$ cat config.mk
export PLATFORM = sky130hd
export DESIGN_NAME = sra_0
export DESIGN_NICKNAME = d
export VERILOG_FILES = /design/src/rtl/sra_0_pkg.sv /design/src/rtl/sra_0_alu.sv /design/src/rtl/sra_0.sv
export SDC_FILE = /design/constraint.sdc
export NUM_CORES = 1
export LEC_CHECK = 0
export CAP_MARGIN = 20
export CELL_PAD_IN_SITES_DETAIL_PLACEMENT = 1
export CELL_PAD_IN_SITES_GLOBAL_PLACEMENT = 1
export CORE_UTILIZATION = 31
export DETAILED_ROUTE_END_ITERATION = 7
export PLACE_DENSITY = 0.62
export SLEW_MARGIN = 30
export SYNTH_ARGS = -nofsm -noshare
export SYNTH_HDL_FRONTEND = slang
export SYNTH_HIERARCHICAL = 1
export SYNTH_SLANG_ARGS = --single-unit
$ cat constraint.sdc
create_clock -name clk -period 5.7 [get_ports clk]
set_clock_uncertainty 0.15 [all_clocks]
set_input_delay 1.14 -clock clk [delete_from_list [all_inputs] [get_ports clk]]
set_output_delay 1.14 -clock clk [all_outputs]
set_load 0.01 [all_outputs]
$ cat src/rtl/sra_0_pkg.sv
// Shared decode constants, ALU-control encoding and the boot program for the sra_0 core.
package sra_0_pkg;

    localparam logic [5:0] OP_RTYPE = 6'h00;
    localparam logic [5:0] OP_ADDI  = 6'h08;
    localparam logic [5:0] OP_LW    = 6'h23;
    localparam logic [5:0] OP_SW    = 6'h2B;
    localparam logic [5:0] OP_BEQ   = 6'h04;
    localparam logic [5:0] OP_J     = 6'h02;

    localparam logic [5:0] FN_SLL = 6'h00;
    localparam logic [5:0] FN_SRL = 6'h02;
    localparam logic [5:0] FN_SRA = 6'h03;
    localparam logic [5:0] FN_ADD = 6'h20;
    localparam logic [5:0] FN_SUB = 6'h22;
    localparam logic [5:0] FN_AND = 6'h24;
    localparam logic [5:0] FN_OR  = 6'h25;
    localparam logic [5:0] FN_SLT = 6'h2A;

    typedef enum logic [2:0] {
        ALU_ADD,
        ALU_SUB,
        ALU_AND,
        ALU_OR,
        ALU_SLT,
        ALU_SLL,
        ALU_SRL,
        ALU_SRA
    } alu_ctrl_e;

    // Boot program: $2 = -2; $4 = $2 >>> 2; mem[8] = $4. Everything else is a no-op.
    function automatic logic [31:0] boot_rom(input int unsigned idx);
        logic [31:0] word;
        case (idx)
            0:       word = 32'h2002FFFE;
            1:       word = 32'h00022083;
            2:       word = 32'hAC040008;
            default: word = '0;
        endcase
        return word;
    endfunction

endpackage

$ cat src/rtl/sra_0_alu.sv
// Combinational ALU: arithmetic/logic ops plus sll/srl/sra on b by shamt.
module sra_0_alu
    import sra_0_pkg::*;
(
    input  logic [31:0] a,
    input  logic [31:0] b,
    input  logic [4:0]  shamt,
    input  alu_ctrl_e   control,
    output logic [31:0] result,
    output logic        zero
);

    always_comb begin
        result = '0;
        case (control)
            ALU_ADD: result = a + b;
            ALU_SUB: result = a - b;
            ALU_AND: result = a & b;
            ALU_OR:  result = a | b;
            ALU_SLT: result = {31'b0, ($signed(a) < $signed(b))};
            ALU_SLL: result = b << shamt;
            ALU_SRL: result = b >> shamt;
            ALU_SRA: result = $signed(b) >>> shamt;
            default: result = '0;
        endcase
    end

    assign zero = (result == '0);

endmodule

$ cat src/rtl/sra_0.sv
// Single-cycle MIPS32-subset core with inline controller, register file, ROM and data RAM.
module sra_0
    import sra_0_pkg::*;
#(
    parameter int unsigned IMEM_WORDS = 64,
    parameter int unsigned DMEM_WORDS = 64
) (
    input  logic        clk,
    input  logic        reset,
    output logic [31:0] writedata,
    output logic [31:0] dataadr,
    output logic        memwrite
);

    localparam int unsigned IAW = $clog2(IMEM_WORDS);
    localparam int unsigned DAW = $clog2(DMEM_WORDS);

    logic [31:0]    r_pc;
    logic [31:0]    r_rf [32];
    logic [31:0]    r_dmem [DMEM_WORDS];

    logic [31:0]    w_instr;
    logic [5:0]     w_op;
    logic [5:0]     w_fn;
    logic [4:0]     w_rs;
    logic [4:0]     w_rt;
    logic [4:0]     w_rd;
    logic [31:0]    w_simm;
    logic [31:0]    w_rs_val;
    logic [31:0]    w_rt_val;
    logic [31:0]    w_alu_b;
    logic [31:0]    w_alu_res;
    logic           w_zero;
    logic [31:0]    w_rdata;
    logic [31:0]    w_wdata;
    logic [4:0]     w_waddr;
    logic [31:0]    w_pc4;
    logic [31:0]    w_pc_next;
    logic           w_regwrite;
    logic           w_regdst;
    logic           w_alusrc;
    logic           w_memtoreg;
    logic           w_branch;
    logic           w_jump;
    alu_ctrl_e      w_alu_ctrl;

    assign w_instr = boot_rom(int'(r_pc[IAW+1:2]));
    assign w_op    = w_instr[31:26];
    assign w_rs    = w_instr[25:21];
    assign w_rt    = w_instr[20:16];
    assign w_rd    = w_instr[15:11];
    assign w_fn    = w_instr[5:0];
    assign w_simm  = {{16{w_instr[15]}}, w_instr[15:0]};

    always_comb begin
        w_regwrite = 1'b0;
        w_regdst   = 1'b0;
        w_alusrc   = 1'b0;
        w_memtoreg = 1'b0;
        w_branch   = 1'b0;
        w_jump     = 1'b0;
        w_alu_ctrl = ALU_ADD;
        case (w_op)
            OP_RTYPE: begin
                w_regdst   = 1'b1;
                w_regwrite = 1'b1;
                case (w_fn)
                    FN_ADD:  w_alu_ctrl = ALU_ADD;
                    FN_SUB:  w_alu_ctrl = ALU_SUB;
                    FN_AND:  w_alu_ctrl = ALU_AND;
                    FN_OR:   w_alu_ctrl = ALU_OR;
                    FN_SLT:  w_alu_ctrl = ALU_SLT;
                    FN_SLL:  w_alu_ctrl = ALU_SLL;
                    FN_SRL:  w_alu_ctrl = ALU_SRL;
                    FN_SRA:  w_alu_ctrl = ALU_SRA;
                    default: w_regwrite = 1'b0;
                endcase
            end
            OP_ADDI: begin
                w_alusrc   = 1'b1;
                w_regwrite = 1'b1;
            end
            OP_LW: begin
                w_alusrc   = 1'b1;
                w_memtoreg = 1'b1;
                w_regwrite = 1'b1;
            end
            OP_SW:   w_alusrc = 1'b1;
            OP_BEQ: begin
                w_branch   = 1'b1;
                w_alu_ctrl = ALU_SUB;
            end
            OP_J:    w_jump = 1'b1;
            default: ;
        endcase
    end

    assign w_rs_val = (w_rs == 5'd0) ? '0 : r_rf[w_rs];
    assign w_rt_val = (w_rt == 5'd0) ? '0 : r_rf[w_rt];
    assign w_alu_b  = w_alusrc ? w_simm : w_rt_val;

    sra_0_alu u_alu (
        .a       (w_rs_val),
        .b       (w_alu_b),
        .shamt   (w_instr[10:6]),
        .control (w_alu_ctrl),
        .result  (w_alu_res),
        .zero    (w_zero)
    );

    assign dataadr   = w_alu_res;
    assign writedata = w_rt_val;
    assign memwrite  = (w_op == OP_SW) && reset;

    assign w_rdata = r_dmem[dataadr[DAW+1:2]];
    assign w_wdata = w_memtoreg ? w_rdata : w_alu_res;
    assign w_waddr = w_regdst ? w_rd : w_rt;

    assign w_pc4 = r_pc + 32'd4;
    always_comb begin
        w_pc_next = w_pc4;
        if (w_jump)
            w_pc_next = {w_pc4[31:28], w_instr[25:0], 2'b00};
        else if (w_branch && w_zero)
            w_pc_next = w_pc4 + {w_simm[29:0], 2'b00};
    end

    always_ff @(posedge clk or negedge reset) begin
        if (!reset)
            r_pc <= '0;
        else
            r_pc <= w_pc_next;
    end

    // Storage is never cleared; writes are gated by reset instead.
    always_ff @(posedge clk) begin
        if (w_regwrite && reset && (w_waddr != 5'd0))
            r_rf[w_waddr] <= w_wdata;
        if (memwrite)
            r_dmem[dataadr[DAW+1:2]] <= writedata;
    end

endmodule

==> summary.md <==
| Metric | Value |
|---|---|
| Run status | completed |
| Pwr/cell area | 112 nW/um^2 |
| CP Class | register to primary output |
| Worst R2R Start | r_pc[5] |
| Reg-to-reg endpoint | r_rf[4][7] |
| CP startpoint kind | register |
| Post-Synthesis Cells | 1,867 |
| DRC errors left | 0 |
| Achievable frequency | 176 MHz |
| Vias in the first global route | 18,300 |
| Maximum capacitance violations | 0 |
| CTS H-tree lvls | 4 |
| Synth-to-Final Area Change | 44.3% |
| Clk_lat worst skew | 0.42 ns |
| Arrival @ worst endpoint | 4.41 ns |
| Starting Density | 31.4% |
| CTS max path bufs | 2 |
| Worst-path cell chain | or4_4 -> buf_12 -> nor2_4 -> buf_12 -> buf_4 -> mux4_2 -> buf_4 -> mux2_2 -> a32oi_2 -> o2111ai_2 -> buf_4 -> o2bb2ai_1 -> a211oi_2 -> dlygate4sd2_1 |
| DRT antenna net count | 0 |
| Slew margin rel. | 3.33% |
| Yosys warns | 6 |
| Cts bufs inserted | 17 |
| WP data required | 4.41 ns |
| Die Area | 53,000 um^2 |
| Hold Vio Cnt, Final | 0 |
| Port bufs | 66 |
| Max IR drop VDD | 0.218 mV |
| Grt ovf | 0 |
| Most used cell, CP | buf_4 |
| Net Switching | 0.679 mW |
| DR pass1 iterations | 5 |
| Die width | 230 um |
| Placed cells | 2,995 |
| Endpoints failing setup | 0 |
| WHS | 0.425 ns |
| GRT Total Usage | 32.5% |
| Sw frac | 26.0% |
| Clock group share of total power | 44.2% |
| Critical path destination | dataadr[12] |
| Crit path capture type | primary output |
| DR vias | 18,300 |
| Synthesized area per cell | 8.64 um^2 |
| Num rows | 83 |
| Final core utilization | 45.3% |
| Setup slack, reg-to-reg | 1.17 ns |
| R2R depth | 16 |
| Fin cells | 3,094 |
| Total Wirelength | 89,200 um |
| Core ar. | 51,400 um^2 |
| Cell area after synthesis | 16,100 um^2 |
| Clk slew on worst S/H paths | 0.06 ns |
| Power Internal | 1.93 mW |
| Final Cycle Share | 99.9% |
| Layout cells sized above 1 | 34.4% |
| Total power | 2.61 mW |
| Antenna violations before repair | 2 |
| Drt wl/cell | 28.8 um |
| Clock tree sinks | 134 |
| Part of the power in combinational logic | 13.9% |
| Leak | 9.65 nW |
| Largest net degree at the start of global routing | 61 |
| Vias/cell | 5.92 |
| Die Ht | 230 um |
| Worst-margin pin slew | 1.43 ns |
| CP max stage cell | or4_4 |
| RSZ-0062 raised after global routing | true |
| DRT iter0 DRCs | 1,595 |
| First-pass GRT wire length | 127,000 um |
| Hold Path Class | register to register |
| CP startpoint | r_pc[4] |
| Fin nets | 2,503 |
| Gpl congestion | 1.02 |
| CP max stage delay | 0.64 ns |
| I/O pin total | 67 |
| CTS tree | built |
| Critical-path maximum fanout | 8 |
| DP Wirelength | 68,500 um |
| Count of pins over their slew limit | 0 |
| Minimum clock period | 5.70 ns |
| Clk root buf | clkbuf_16 |
| Power share of the sequential group | 42.0% |
-- routing by layer --
metal	global-route usage [%]	share of wire [%]	vias up
met5	0	0.015	-
li1	-	-	7969
met2	51.5	45	825
met1	46.4	45	9381
met4	9.87	3.3	2
met3	2.94	6.4	131
-- stage by stage --
step	setup slack, ns	area (um^2)	setup TNS (ns)
6_report	0.00477	23300	0
5_1_grt	-0.121	23300	-0.783
4_1_cts	-0.163	22400	-0.381
3_5_place_dp	-0.784	20800	-5.04
3_3_place_gp	-0.661	20800	-4.15
2_1_floorplan	0.0694	16700	0
-- cell type report --
type / count / area (um^2)
clock buffer: 17 / 425
timing repair buffer: 568 / 4870
antenna: 2 / 5.00
sequential: 134 / 4000
clock inverter: 15 / 193
tap: 680 / 851
fill: 5972 / 28100
multi-input combinational: 1567 / 12500
inverter: 111 / 424
-- power by group through the flow --
stage | registers (mW) | clock network (mW) | logic (mW)
finish | 1.09 | 1.15 | 0.361
global route | 1.10 | 1.19 | 0.389
CTS | 1.09 | 1.16 | 0.312
detailed placement | 1.12 | 0 | 0.289
global placement | 1.11 | 0 | 0.283
floorplan | 1.11 | 0 | 0.170
-- worst min-delay path by stage --
stage,from,to,slack (ns),cells after the start
CTS,r_pc[7],r_pc[7],0.41,1
finish,r_pc[7],r_pc[7],0.43,1
detailed placement,r_pc[7],r_pc[7],0.40,1
global route,r_pc[7],r_pc[7],0.45,1
global placement,r_pc[2],r_pc[2],0.37,1
floorplan,r_pc[7],r_pc[7],0.32,1
-- sequential cells by signal, indices dropped and copies added (netlist names) --
signal,flops
r_pc,6
r_rf,128
-- worst max-delay path, delay by kind of cell (launching register included) --
family	cells	cell delay, ns
and+or+nand+nor	2	0.77
DFF	1	0.40
buffers and inverters	6	1.17
muxes	2	0.83
AOI/OAI and AO/OA	4	0.80
-- cells in the final DEF (no fill, tap or decap), types with 24 or more instances in the layout --
master / n
buf_4: 455
conb_1: 160
edfxtp_1: 128
nand2_1: 123
nor2_1: 118
mux2i_1: 110
inv_1: 99
ha_1: 87
a21oi_1: 82
o21ai_0: 80
nand3_1: 61
mux4_2: 59
and3_1: 40
clkdlybuf4s50_1: 38
o311a_1: 34
a21boi_0: 30
a31oi_1: 30
o22ai_1: 29
nor3_1: 24
o211ai_1: 24
-- repair_timing --
action / 4_1_cts / 5_1_grt
resized for setup: 206 / 139
hold buffers: 0 / 0
gates cloned: 4 / 3
endpoints found under the setup margin: 32 / 29
setup buffers: 25 / 41
pin swaps: 36 / 50
Note: power is estimated with default switching activity, not from simulation.
